File: config.mk
export PLATFORM = sky130hd
export DESIGN_NAME = ring_tx_serializer
export DESIGN_NICKNAME = d
export VERILOG_FILES = /design/src/rtl/ring_tx_serializer.sv
export SDC_FILE = /design/constraint.sdc
export NUM_CORES = 1
export LEC_CHECK = 0
export CAP_MARGIN = 30
export CELL_PAD_IN_SITES_DETAIL_PLACEMENT = 1
export CELL_PAD_IN_SITES_GLOBAL_PLACEMENT = 1
export CORE_ASPECT_RATIO = 1.2
export CORE_MARGIN = 2
export CORE_UTILIZATION = 36
export DETAILED_ROUTE_END_ITERATION = 7
export PLACE_DENSITY_LB_ADDON = 0.1
export SETUP_SLACK_MARGIN = 0.5
export SLEW_MARGIN = 10
export SYNTH_ARGS = -nofsm -noshare
export SYNTH_HDL_FRONTEND = slang
export SYNTH_SLANG_ARGS = --single-unit
File: constraint.sdc
create_clock -name Clk_R -period 1.9 [get_ports Clk_R]
set_input_delay 0.285 -clock Clk_R [delete_from_list [all_inputs] [get_ports Clk_R]]
set_output_delay 0.285 -clock Clk_R [all_outputs]
set_load 0.01 [all_outputs]
File: src/rtl/ring_tx_serializer.sv
// Ring-side transmitter: builds a 16-bit even-parity frame from the selected source and
// shifts it out MSB first with a start bit and a stop bit, BIT_CYCLES clocks per bit.
module ring_tx_serializer #(
  parameter int unsigned BIT_CYCLES = 4
) (
  input  logic        Clk_R,
  input  logic        Rst_n,
  input  logic        rc_has_data,
  input  logic [2:0]  tx_data_select,
  input  logic [3:0]  ack_addr,
  input  logic [14:0] fwd_frame,
  input  logic [2:0]  node_type,
  input  logic [3:0]  node_addr,
  input  logic [7:0]  node_data,
  output logic        Tx_Out,
  output logic        tx_ready,
  output logic        tx_done,
  output logic        tx_err
);

  localparam logic [7:0] BaudLast     = 8'(BIT_CYCLES - 1);
  localparam logic [7:0] BaudStopLast = 8'(BIT_CYCLES - 2);

  typedef enum logic [1:0] {StIdle, StStart, StData, StStop} state_e;

  state_e      state_q;
  logic [7:0]  baud_q;
  logic [3:0]  bit_q;
  logic [15:0] shift_q;
  logic        tx_out_q, ready_q, done_q, err_q;

  logic [14:0] body;
  logic        body_valid;
  logic [15:0] frame;

  always_comb begin
    body       = '0;
    body_valid = 1'b1;
    case (tx_data_select)
      3'd0:    body = {3'b000, ack_addr, 8'h00};
      3'd1:    body = {3'b011, ack_addr, 8'h00};
      3'd2:    body = fwd_frame;
      3'd3:    body = {3'b111, 4'h0, 8'h00};
      3'd4: begin
        body       = {node_type, node_addr, node_data};
        body_valid = (node_type == 3'b010) || (node_type == 3'b001);
      end
      default: body_valid = 1'b0;
    endcase
  end

  assign frame = {body, ^body};

  always_ff @(posedge Clk_R or negedge Rst_n) begin
    if (!Rst_n) begin
      state_q  <= StIdle;
      baud_q   <= '0;
      bit_q    <= '0;
      shift_q  <= '0;
      tx_out_q <= 1'b1;
      ready_q  <= 1'b1;
      done_q   <= 1'b0;
      err_q    <= 1'b0;
    end else begin
      done_q <= 1'b0;
      err_q  <= 1'b0;
      unique case (state_q)
        StIdle: begin
          tx_out_q <= 1'b1;
          ready_q  <= 1'b1;
          if (rc_has_data && ready_q) begin
            if (body_valid) begin
              shift_q  <= frame;
              baud_q   <= '0;
              bit_q    <= '0;
              state_q  <= StStart;
              tx_out_q <= 1'b0;
              ready_q  <= 1'b0;
            end else begin
              err_q <= 1'b1;
            end
          end
        end
        StStart: begin
          if (baud_q == BaudLast) begin
            baud_q   <= '0;
            state_q  <= StData;
            tx_out_q <= shift_q[15];
          end else begin
            baud_q <= baud_q + 8'd1;
          end
        end
        StData: begin
          if (baud_q == BaudLast) begin
            baud_q  <= '0;
            shift_q <= {shift_q[14:0], 1'b0};
            if (bit_q == 4'd15) begin
              bit_q    <= '0;
              state_q  <= StStop;
              tx_out_q <= 1'b1;
            end else begin
              bit_q    <= bit_q + 4'd1;
              tx_out_q <= shift_q[14];
            end
          end else begin
            baud_q <= baud_q + 8'd1;
          end
        end
        StStop: begin
          // Last stop-bit cycle is spent in idle so a new load can follow with no gap.
          if (baud_q == BaudStopLast) begin
            baud_q  <= '0;
            state_q <= StIdle;
            ready_q <= 1'b1;
            done_q  <= 1'b1;
          end else begin
            baud_q <= baud_q + 8'd1;
          end
        end
        default: state_q <= StIdle;
      endcase
    end
  end

  assign Tx_Out   = tx_out_q;
  assign tx_ready = ready_q;
  assign tx_done  = done_q;
  assign tx_err   = err_q;

endmodule
# Word-level counts from Yosys, hierarchy flattened
# Index checks and enable logic that the tools add are counted.
[word_totals] ff_bits=34 input_bits=40 wordCells=78 output_inout_bits=4
[op_classes] eq_ne=18 add_sub_neg=2 mux=35 reduce_logical=15
[ops] cell="15-bit one-hot mux with 5 select lines" n=1
[ops] cell="16-bit two-way mux" n=3
[ops] cell="8-bit two-way mux" n=4
[ops] cell="16-bit one-hot mux with 2 select lines" n=1
[ops] cell="8-bit one-hot mux with 3 select lines" n=1
[ops] cell="8-bit by 2-bit equality test with 1-bit output, second input constant" n=2
[ops] cell="4-bit two-way mux" n=4
[ops] cell="15-bit XOR reduction" n=1
[ops] cell="2-bit two-way mux" n=6
[ops] cell="2-bit != test, second input constant" n=6
[ops] cell="1-bit two-way mux" n=10
[ops] cell="3-bit by 2-bit equality test with 1-bit output, second input constant" n=3
[ops] cell="8-bit by 1-bit adder with 8-bit output, second input constant" n=1
[ops] cell="2-bit one-hot mux with 4 select lines" n=1
[ops] cell="4-bit one-hot mux with 2 select lines" n=1
[ops] cell="3-bit by 1-bit equality test with 1-bit output, second input constant" n=2
[ops] cell="6-bit AND reduction" n=1
[ops] cell="4-bit by 1-bit adder with 4-bit output, second input constant" n=1
[ops] cell="2-bit equality test, second input constant" n=2
[ops] cell="4-bit equality test, second input constant" n=1
[ops] cell="1-bit one-hot mux with 2 select lines" n=2
[ops] cell="2-bit AND reduction" n=2
[ops] cell="4-bit AND reduction" n=1
[ops] cell="2-bit nonzero test" n=2
[ops] cell="11 further kinds" n=11

# Depth between registers and ports, before layout
[depth] word_depth=6 depth_mapped=10 mapped_depth_nobuf=8

# Worst setup path before layout
# Ideal clock, no wire load.
[synth_path] path_type="register to register" from="reg baud_q[4]" to="reg shift_q[1]" stages_incl_launch_ff=9 arrival_ns=1.908 synth_period_minus_slack_ns=2.034 path_buffers=2 slack_ns=-0.134 path_cell_list="dfrtp_1 -> or4_1 -> nor3_2 -> nand2_1 -> a21o_1 -> buf_6 -> buf_6 -> a221oi_1 -> nor2_1"
[synth_between] elab_chain_cells=3
[synth_rtl] item="start: declaration" line="27" rtl="logic [7:0] baud_q;"
[synth_rtl] item="start signal: assignment" line="90" rtl="baud_q <= baud_q + 8'd1;"
[synth_rtl] item="start signal: assignment" line="106" rtl="baud_q <= baud_q + 8'd1;"
[synth_rtl] item="start signal: assignment" line="117" rtl="baud_q <= baud_q + 8'd1;"
[synth_rtl] item="8-bit by 2-bit equality test with 1-bit output" line="94" rtl="if (baud_q == BaudLast) begin"
[synth_rtl] item="2-bit != test (no source line)"
[synth_rtl] item="4-bit AND reduction (no source line)"
[synth_rtl] item="end signal: assignment" line="73" rtl="shift_q <= frame;"
[synth_rtl] item="end signal: assignment" line="96" rtl="shift_q <= {shift_q[14:0], 1'b0};"
[synth_rtl] item="end: declaration" line="29" rtl="logic [15:0] shift_q;"
# Every way passes these cells.
# A chain may end at the register's enable or synchronous reset.

# Worst setup path after layout
[layout_path] from="reg baud_q[7]" to="reg shift_q[4]"
# Same word-level chain as after synthesis.

==> results.json <==
{
  "irDropWorstVdd_uv": 275,
  "core-area_mm2": 0.00641,
  "powerDensity_mw_per_mm2": 442,
  "final_antenna_net_count": 0,
  "hold_slack_ns": 0.400,
  "cp-start-kind": "register",
  "grt_max_degree": 35,
  "r2r_slack_ns": -0.12,
  "cts_max_path_buffers": 2,
  "clk_pin_slew_worst_paths_ns": 0.07,
  "synth_top_cell_area_share": 0.339,
  "detail_route.vias_per_cell": 5.27,
  "io_buffers": 43,
  "arrival_ns": 2.20,
  "cts_sinks": 34,
  "fillCellCount": 718,
  "die_area_mm2": 0.00722,
  "ys_types": 46,
  "diodes": 0,
  "grt_usage": 0.215,
  "syn_inst": 260,
  "areaGrowthSynthToFinish_pct": 63.1,
  "tightest_slew_ns": 0.521,
  "rows": 32,
  "grt_setup_unrepaired": "true",
  "die_x_um": 77.9,
  "post-route-util": 0.601,
  "slew_viol_final": 0,
  "num_vias": 2366,
  "path_max_fanout": 7,
  "skew_ns": 0.00727,
  "wirelength_um": 7520,
  "route.detailed.drc": 0,
  "place_hpwl_um": 4770,
  "wl_per_cell_um": 16.7,
  "yosysTopAreaCell": "dfrtp_1",
  "antenna_found_initial": 0,
  "drive_above_1_share": 0.393,
  "cts_tree": "yes",
  "clkLatencyLatePin_ns": 0.29,
  "power.leakage_nw": 1.74,
  "path_class": "reg -> reg",
  "mostFrequentLayoutCells": "50 x buf_4, 32 x dfrtp_1, 29 x nor2_1",
  "cts_buffers": 5,
  "synth-async-reset-ratio": 1.00,
  "place.gp.congestion": 0.749,
  "nNetsFinal": 411,
  "netlist_area_mm2": 0.00236,
  "grt_pass1_vias": 2589,
  "pin_count": 44,
  "finalCriticalPeriod_ns": 2.02,
  "max_freq_ghz": 0.494,
  "overflow": 0,
  "cp-end-kind": "register",
  "drt_iter0_markers": 60,
  "required_ns": 2.08,
  "final_common_cell": "buf_4",
  "synth_edf_count": 0,
  "h-tree-depth": 2,
  "synth-main-ff-cell": "dfrtp_1",
  "dr.pass1.iters": 4,
  "seq_area_frac_synth": 0.361,
  "yosysWarnings": 0,
  "synth.avg_cell_area_um2": 9.08,
  "timing.final.ws_setup_ns": -0.123,
  "syn-num-nets": 308,
  "ys_top_cells_by_area": "dfrtp_1 34%, nor2_1 5.1%, nand2_1 4.8%, ha_1 4.2%, o21ai_0 4.2%",
  "ctsHoldBuffers": 0,
  "hold_path_class": "in -> async",
  "setup_viol": 27,
  "fin_crit_sh": 1.06,
  "cts_root_buf": "clkbuf_8",
  "power.total_mw": 1.70,
  "hold_viol_final": 0,
  "timing.max_cap.violations": 0,
  "status": "complete, but fails checks",
  "ys_seq_elements": 34,
  "initial_core_util": 0.369,
  "die_h_um": 92.7,
  "grt_pass1_wl_um": 12200,
  "violations": "setup timing",
  "relSlewSlack": 0.652
}
kinds of logic (layout without fill, tap and decap cells):
kind of cell	Yosys count	in the layout	synth area share
fa+ha+maj	8	8	0.0424
compound gates	84	84	0.264
mux	4	4	0.0170
xor+xnor	16	16	0.0657
simple gates	95	95	0.197
flops	34	34	0.361
buf+inv	19	123	0.0519
sequential cells by signal, indices dropped and copies added, names as in the netlist:
signal / flops
tx_done: 1
state_q: 2
tx_err: 1
shift_q: 16
baud_q: 8
Tx_Out: 1
bit_q: 4
tx_ready: 1
cell type report:
class | count | area (um2) | share of cell area
multi-input combinational | 207 | 1750 | 0.455
timing repair buffer | 108 | 1020 | 0.266
sequential | 34 | 853 | 0.222
tap | 85 | 106 | 0.0276
clock buffer | 7 | 86.3 | 0.0224
inverter | 7 | 26.3 | 0.00682
clock inverter | 1 | 5.00 | 0.00130
metrics by stage:
| step | std cells | TNS [ns] | setup slack, ns | area [um2] |
|---|---|---|---|---|
| 2_1_floorplan | 260 | -1.06 | -0.103 | 2400 |
| 3_3_place_gp | 417 | -13.29 | -0.611 | 3170 |
| 3_5_place_dp | 417 | -12.93 | -0.719 | 3170 |
| 4_1_cts | 446 | -1.17 | -0.115 | 3710 |
| 5_1_grt | 449 | -4.29 | -0.213 | 3850 |
| 6_report | 449 | -1.92 | -0.123 | 3850 |
repair_timing:
item,in CTS,in global routing
cloned,2,1
endpoints found under the setup margin,37,35
pin swaps,22,9
endpoints found under the hold margin,0,0
setup buffers,19,2
gates resized for setup,92,20
worst paths after layout:
check,startpoint,endpoint,cells past startpoint
min in group Clk_R,shift_q[7],shift_q[7],2
max in group asynchronous,Rst_n,tx_ready,2
worst min register to register,shift_q[7],shift_q[7],2
worst min-delay path,Rst_n,baud_q[6],2
worst max register to register,baud_q[7],shift_q[4],7
worst max-delay path,baud_q[7],shift_q[4],7
metal layers:
layer | part of all wire | up-vias | GRT usage | wire length [um]
met5 | 0 | - | 0 | 0
met4 | 0.027 | 0 | 0.104 | 206
met3 | 0.020 | 15 | 0.0283 | 149
met2 | 0.58 | 46 | 0.425 | 4340
met1 | 0.37 | 1151 | 0.217 | 2820
li1 | - | 1154 | - | -
cell usage after synthesis (4+ instances only):
| master | number |
|---|---|
| a21oi_1 | 13 |
| a221oi_1 | 9 |
| a22o_1 | 8 |
| a22oi_1 | 4 |
| buf_6 | 6 |
| dfrtp_1 | 32 |
| ha_1 | 8 |
| inv_1 | 7 |
| mux2i_1 | 4 |
| nand2_1 | 30 |
| nand2b_1 | 7 |
| nand3_1 | 7 |
| nor2_1 | 32 |
| nor4bb_1 | 5 |
| o21ai_0 | 20 |
| o21ai_1 | 4 |
| xnor2_1 | 11 |
| xor2_1 | 4 |
power by group:
| part | leakage, nW | switching, mW | internal, mW |
|---|---|---|---|
| registers | 0.438 | 0 | 0.723 |
| clock network | 0.0482 | 0.282 | 0.293 |
| logic | 1.26 | 0.177 | 0.225 |
| total | 1.74 | 0.458 | 1.24 |
critical path, stage by stage, from the launching register on:
cell and delay [ns]:
dfrtp_1 0.39, or4_4 0.55, nor3_4 0.16, nand2_2 0.11, a21o_4 0.27, buf_12 0.16, a221oi_4 0.21, nor2_1 0.06
(Power assumes the default switching activity.)
